<file path="src/rtl/mem_ctrl_pkg.sv">
// Shared encodings for the data-memory byte serialiser.
// Size codes, FSM states, RAM address width, byte-count helper.
package mem_ctrl_pkg;

  localparam int RAM_ADDR_W = 17;

  localparam logic [1:0] MEM_SIZE_B = 2'b00;
  localparam logic [1:0] MEM_SIZE_H = 2'b01;
  localparam logic [1:0] MEM_SIZE_W = 2'b10;

  typedef enum logic [1:0] {
    IDLE,
    ACCESS,
    WAIT,
    DONE
  } state_t;

  // Index of the final byte; reserved size acts as word.
  function automatic logic [1:0] last_idx(input logic [1:0] size);
    logic [1:0] r;
    case (size)
      MEM_SIZE_B: r = 2'd0;
      MEM_SIZE_H: r = 2'd1;
      default:    r = 2'd3;
    endcase
    return r;
  endfunction

endpackage

</file>
<file path="src/rtl/mem_ctrl_load_ext.sv">
// Load-data extender: sign/zero-extends byte or half, passes word.
// Ports: data (assembled bytes), size, sgn -> ext.
module mem_load_ext
  import mem_ctrl_pkg::*;
(
  input  logic [31:0] data,
  input  logic [1:0]  size,
  input  logic        sgn,
  output logic [31:0] ext
);

  always_comb begin
    ext = data;
    case (size)
      MEM_SIZE_B: ext = {{24{sgn & data[7]}}, data[7:0]};
      MEM_SIZE_H: ext = {{16{sgn & data[15]}}, data[15:0]};
      default:    ext = data;
    endcase
  end

endmodule

</file>
<file path="src/rtl/mem_ctrl.sv">
// MEM-stage responder: serialises load/store into 8-bit RAM accesses.
// Ports: req_* in, req_ready/rsp_*/stall_o out, ram_* to byte RAM.
module mem_ctrl
  import mem_ctrl_pkg::*;
#(
  parameter int ADDR_W = RAM_ADDR_W,
  parameter int DATA_W = 32
) (
  input  logic              clk,
  input  logic              rst_n,
  input  logic              req_valid,
  input  logic              req_we,
  input  logic [31:0]       req_addr,
  input  logic [1:0]        req_size,
  input  logic              req_signed,
  input  logic [DATA_W-1:0] req_wdata,
  output logic              req_ready,
  output logic              rsp_valid,
  output logic [DATA_W-1:0] rsp_rdata,
  output logic              stall_o,
  output logic [ADDR_W-1:0] ram_addr,
  output logic              ram_we,
  output logic [7:0]        ram_wdata,
  input  logic [7:0]        ram_rdata
);

  state_t      state;
  logic [1:0]  idx;
  logic [1:0]  last;
  logic        we_q;
  logic        sgn_q;
  logic [1:0]  size_q;
  logic [23:0] wdata_q;
  logic [31:0] rbuf;
  logic [31:0] rbuf_next;
  logic [1:0]  sel;
  logic [31:0] ext;
  logic        unused_addr_hi;

  assign unused_addr_hi = ^req_addr[31:ADDR_W];

  assign stall_o = req_valid && !rsp_valid;

  // RAM data lags its address by one cycle: in ACCESS we capture
  // the previous byte, in WAIT the final one.
  assign sel = (state == WAIT) ? idx : idx - 2'd1;

  always_comb begin
    rbuf_next = rbuf;
    rbuf_next[sel*8 +: 8] = ram_rdata;
  end

  mem_load_ext u_ext (
    .data (rbuf_next),
    .size (size_q),
    .sgn  (sgn_q),
    .ext  (ext)
  );

  always_ff @(posedge clk or negedge rst_n) begin
    if (!rst_n) begin
      state     <= IDLE;
      idx       <= '0;
      last      <= '0;
      we_q      <= 1'b0;
      sgn_q     <= 1'b0;
      size_q    <= '0;
      wdata_q   <= '0;
      rbuf      <= '0;
      req_ready <= 1'b1;
      rsp_valid <= 1'b0;
      rsp_rdata <= '0;
      ram_addr  <= '0;
      ram_we    <= 1'b0;
      ram_wdata <= '0;
    end else begin
      unique case (state)
        IDLE: begin
          if (req_valid) begin
            state     <= ACCESS;
            idx       <= '0;
            last      <= last_idx(req_size);
            we_q      <= req_we;
            sgn_q     <= req_signed;
            size_q    <= req_size;
            wdata_q   <= req_wdata[31:8];
            rbuf      <= '0;
            req_ready <= 1'b0;
            ram_addr  <= req_addr[ADDR_W-1:0];
            ram_we    <= req_we;
            ram_wdata <= req_wdata[7:0];
          end
        end
        ACCESS: begin
          if (!we_q && idx != 2'd0) rbuf <= rbuf_next;
          if (idx == last) begin
            ram_we <= 1'b0;
            if (we_q) begin
              state     <= DONE;
              rsp_valid <= 1'b1;
              rsp_rdata <= '0;
            end else begin
              state <= WAIT;
            end
          end else begin
            idx       <= idx + 2'd1;
            ram_addr  <= ram_addr + ADDR_W'(1);
            ram_wdata <= wdata_q[7:0];
            wdata_q   <= {8'h00, wdata_q[23:8]};
          end
        end
        WAIT: begin
          rbuf      <= rbuf_next;
          rsp_valid <= 1'b1;
          rsp_rdata <= ext;
          state     <= DONE;
        end
        DONE: begin
          rsp_valid <= 1'b0;
          rsp_rdata <= '0;
          req_ready <= 1'b1;
          idx       <= '0;
          state     <= IDLE;
        end
        default: state <= IDLE;
      endcase
    end
  end

endmodule

</file>
<file path="config.mk">
export PLATFORM = sky130hd
export DESIGN_NAME = mem_ctrl
export DESIGN_NICKNAME = d
export VERILOG_FILES = /design/src/rtl/mem_ctrl_pkg.sv /design/src/rtl/mem_ctrl_load_ext.sv /design/src/rtl/mem_ctrl.sv
export SDC_FILE = /design/constraint.sdc
export NUM_CORES = 1
export LEC_CHECK = 0
export BUFFER_PORTS_ARGS = -buffer_cell sky130_fd_sc_hd__buf_2
export CAP_MARGIN = 20
export CELL_PAD_IN_SITES_DETAIL_PLACEMENT = 1
export CELL_PAD_IN_SITES_GLOBAL_PLACEMENT = 1
export CORE_UTILIZATION = 45
export DETAILED_ROUTE_END_ITERATION = 7
export GPL_ROUTABILITY_DRIVEN = 0
export MAX_ROUTING_LAYER = met4
export PLACE_DENSITY_LB_ADDON = 0.1
export SYNTH_ARGS = -nofsm -noshare
export SYNTH_HDL_FRONTEND = slang
export SYNTH_SLANG_ARGS = --single-unit
export TNS_END_PERCENT = 50
</file>
<file path="constraint.sdc">
create_clock -name clk -period 5.75 [get_ports clk]
set_clock_uncertainty 0.2 [all_clocks]
set_input_delay 0.8625 -clock clk [delete_from_list [all_inputs] [get_ports clk]]
set_output_delay 0.8625 -clock clk [all_outputs]
set_load 0.01 [all_outputs]
</file>
==> impl_results.md <==
- Nets: just under 900
- Drt initial violations: 332
- CP Launch Type: register
- Hold Path Class: in2async
- Ports: 140
- Commonest cells after routing, fill and taps aside: dfrtp_1, buf_2, nand2_1
- Max H-tree Level: 4
- Final min period: around 4600 ps
- Initial antenna violation count: 0
- First-pass GRT wire length: 32,900 µm
- Post-CTS Hold Buffers: 0
- Lkg Pwr: between 3 and 4 nW
- Via/cell ratio: 6.046
- CP Data Required Time: 5800 ps
- First-pass DRT Iterations: 8
- Async SR Flop Fraction: 100.0%
- Pre-CTS WS: 1237 ps
- Routed Antenna Nets: 0
- Num CTS Buffers: 17
- Critical Setup Path Class: reg2reg
- CP peak stage delay: 820 ps
- Cell Rows: 44
- Max-cap violations: 0
- Dominant synthesized flop cell: dfrtp_1
- Final WS setup: 1111 ps
- # DRC: 14
- Number of synthesized flops with an enable pin: 0
- Share of cells above drive strength 1: 22.26%
- Ys Warns: 0
- Hold_ws: 90.18 ps
- CP cell instances: inv_1 > ha_1 > clkinv_1 > mux2i_1 > ha_1 > and2_1 > o2111a_1 > a311oi_4 > a31oi_1
- Pins Over Slew Limit: 0
- Max Clk Rate: 0.2156 GHz
- Postcts setup bufs: 0
- Final wirelength: 19,890 µm
- Register area share after synthesis: 45.94%
- Total grt overflow: 0
- Placed cell count: 955
- Non-Filler Instances: 988
- Routed length per instance: 20.13 µm
- Slew Limit Headroom: approximately 30%
- Most frequent CP cell: ha_1
- Dpl cell area: 7483 µm²
- Outcome: finished, violations left
- Clock root buffer: clkbuf_16
- Cells after synthesis: 696
- Number of global-route vias before repair: about 6,300
- Initial Utilization: 46.71%
- Die area: approximately 16,000 µm²
- Largest cells by area after synthesis: dfrtp_1, mux2i_1, nand2_1
- Cell area after synthesis: 6865 µm²
- Final Setup Violations: 0
- Clk pin slew, worst setup/hold paths: ~60 ps
- Port bufs: 124
- P per Cell Area: 620.7 nW/µm²
- RSZ-0062 raised after global routing: false
- Hold Vio Cnt, Final: 0
- Share of the synthesized area in the top cell type: 45.56%
- Worst skew pair latency: about 430 ps
- Syn_nets: 785
- CP max stage cell: ha_1
- Failing checks: DRC
- Dpl hpwl: roughly 13,000 µm
- Area Growth Syn to Fin: 18.37%
- Vias: 5,973
- CP Capture Type: register
- Core area: between 10,000 and 15,000 µm²
- Peak fanout along the critical path: 26
- Largest net degree at the start of global routing: 86
- Post-CTS sizing: 0
- Least-Margin Pin Slew: about 1000 ps
- FF+latch count, synth: roughly 130
- Maximum vdd ir drop: 0.3018 mV
- Clk sinks: 126
- CTS tree: done
- Horiz. Die Dim: roughly 130 µm
- Diodes inserted: 0
- Gr usage total: 27.44%
- Post-synth top area cell: dfrtp_1
- Fin crit share: 80.68%
- Finished Cell Area: between 8000 and 9000 µm²
- Clk buf depth: 2
- Syn Area/Cell: 9.864 µm²
- Worst Path Arrival: 4690 ps
- Yosys cell types: 70
- Commonest non-fill, non-tap cell in the layout: dfrtp_1
- Die Y: 125.5 µm
- Final TNS setup: 0 ps
[critical path, delay by kind of cell, from the launching register on]
family	cells	cell delay, ps
adders and majority gates	2	1260
and+or+nand+nor	1	250
buffers and inverters	2	680
muxes	1	350
AOI/OAI and AO/OA	3	1270
DFF	1	420
[metrics by stage]
step	utilization, %	total power (W)
6_report	55.29	0.005044
5_1_grt	55.29	0.005403
4_1_cts	55.10	0.005060
3_5_place_dp	50.91	0.003895
3_3_place_gp	50.86	0.003733
2_1_floorplan	-	0.003269
[layer usage]
layer	up-vias	track usage, %	routed length, µm
met2	126	44.87	10050
met4	0	9.613	346
met5	-	-	0
met3	26	4.792	739
met1	3035	34.21	8748
li1	2786	-	-
[final cells by class]
type | count | area, µm²
multi-input cells | 484 | 3318
inverters | 32 | 120.1
fillers | 1687 | 6573
clock inverters | 11 | 165.2
well taps | 184 | 230.2
clock buffers | 21 | 450.4
repair buffers | 130 | 688.2
flip-flops and latches | 126 | 3154
[logic make-up after synthesis]
logic type / synth area share [%]
muxes: 8.365
xor gates and xnor gates: 0.6380
and+or+nand+nor: 14.34
AOI/OAI and AO/OA: 23.11
buffers and inverters: 5.777
adders and majority gates: 1.822
DFF: 45.95
[where the power goes]
group | switching (W) | internal [W] | leakage, nW
sequential | 0.000263 | 0.00119 | 1.64
combinational | 0.00161 | 0.000846 | 1.83
clock | 0.000402 | 0.000734 | 0.301
[path summary, 6_finish.rpt]
path                                       to    startpoint  cells after the start  slack (ps)
worst max-delay path            rsp_rdata[18]      state[0]                      9        1110
worst min-delay path             ram_addr[14]         rst_n                      1          90
worst max register to register  rsp_rdata[18]      state[0]                      9        1110
worst min register to register   ram_wdata[2]  ram_wdata[2]                      2         270
max in group asynchronous         ram_addr[4]         rst_n                      3        4050
min in group clk                 ram_wdata[2]  ram_wdata[2]                      2         270
[state kept, by name (all words and copies together) (netlist names)]
| register | cells |
|---|---|
| req_ready | 1 |
| ram_addr | 17 |
| sgn_q | 1 |
| rsp_valid | 1 |
| ram_wdata | 8 |
| rsp_rdata | 32 |
| rbuf | 32 |
| last | 2 |
| we_q | 1 |
| size_q | 2 |
| wdata_q | 24 |
| state | 2 |
| idx | 2 |
| ram_we | 1 |
[cell usage after synthesis, types with 6 or more instances]
cell type  number
a32o_1          7
a41o_1          6
a31oi_1        28
dfrtp_1       125
o31ai_1        10
buf_6           6
nand2b_1       14
mux2i_1        54
o21ai_0        54
a21oi_1        16
and3_1         10
ha_1           10
a32oi_1         8
a2bb2oi_1       7
buf_2          14
nand4_1         9
a211oi_1       16
nor2_1         18
clkbuf_1       26
a22o_1         16
o32ai_1        16
nand3_1        18
nand2_1        85
nor2b_1        10
inv_1          29
nor3_1          9
(Power assumes the default switching activity.)
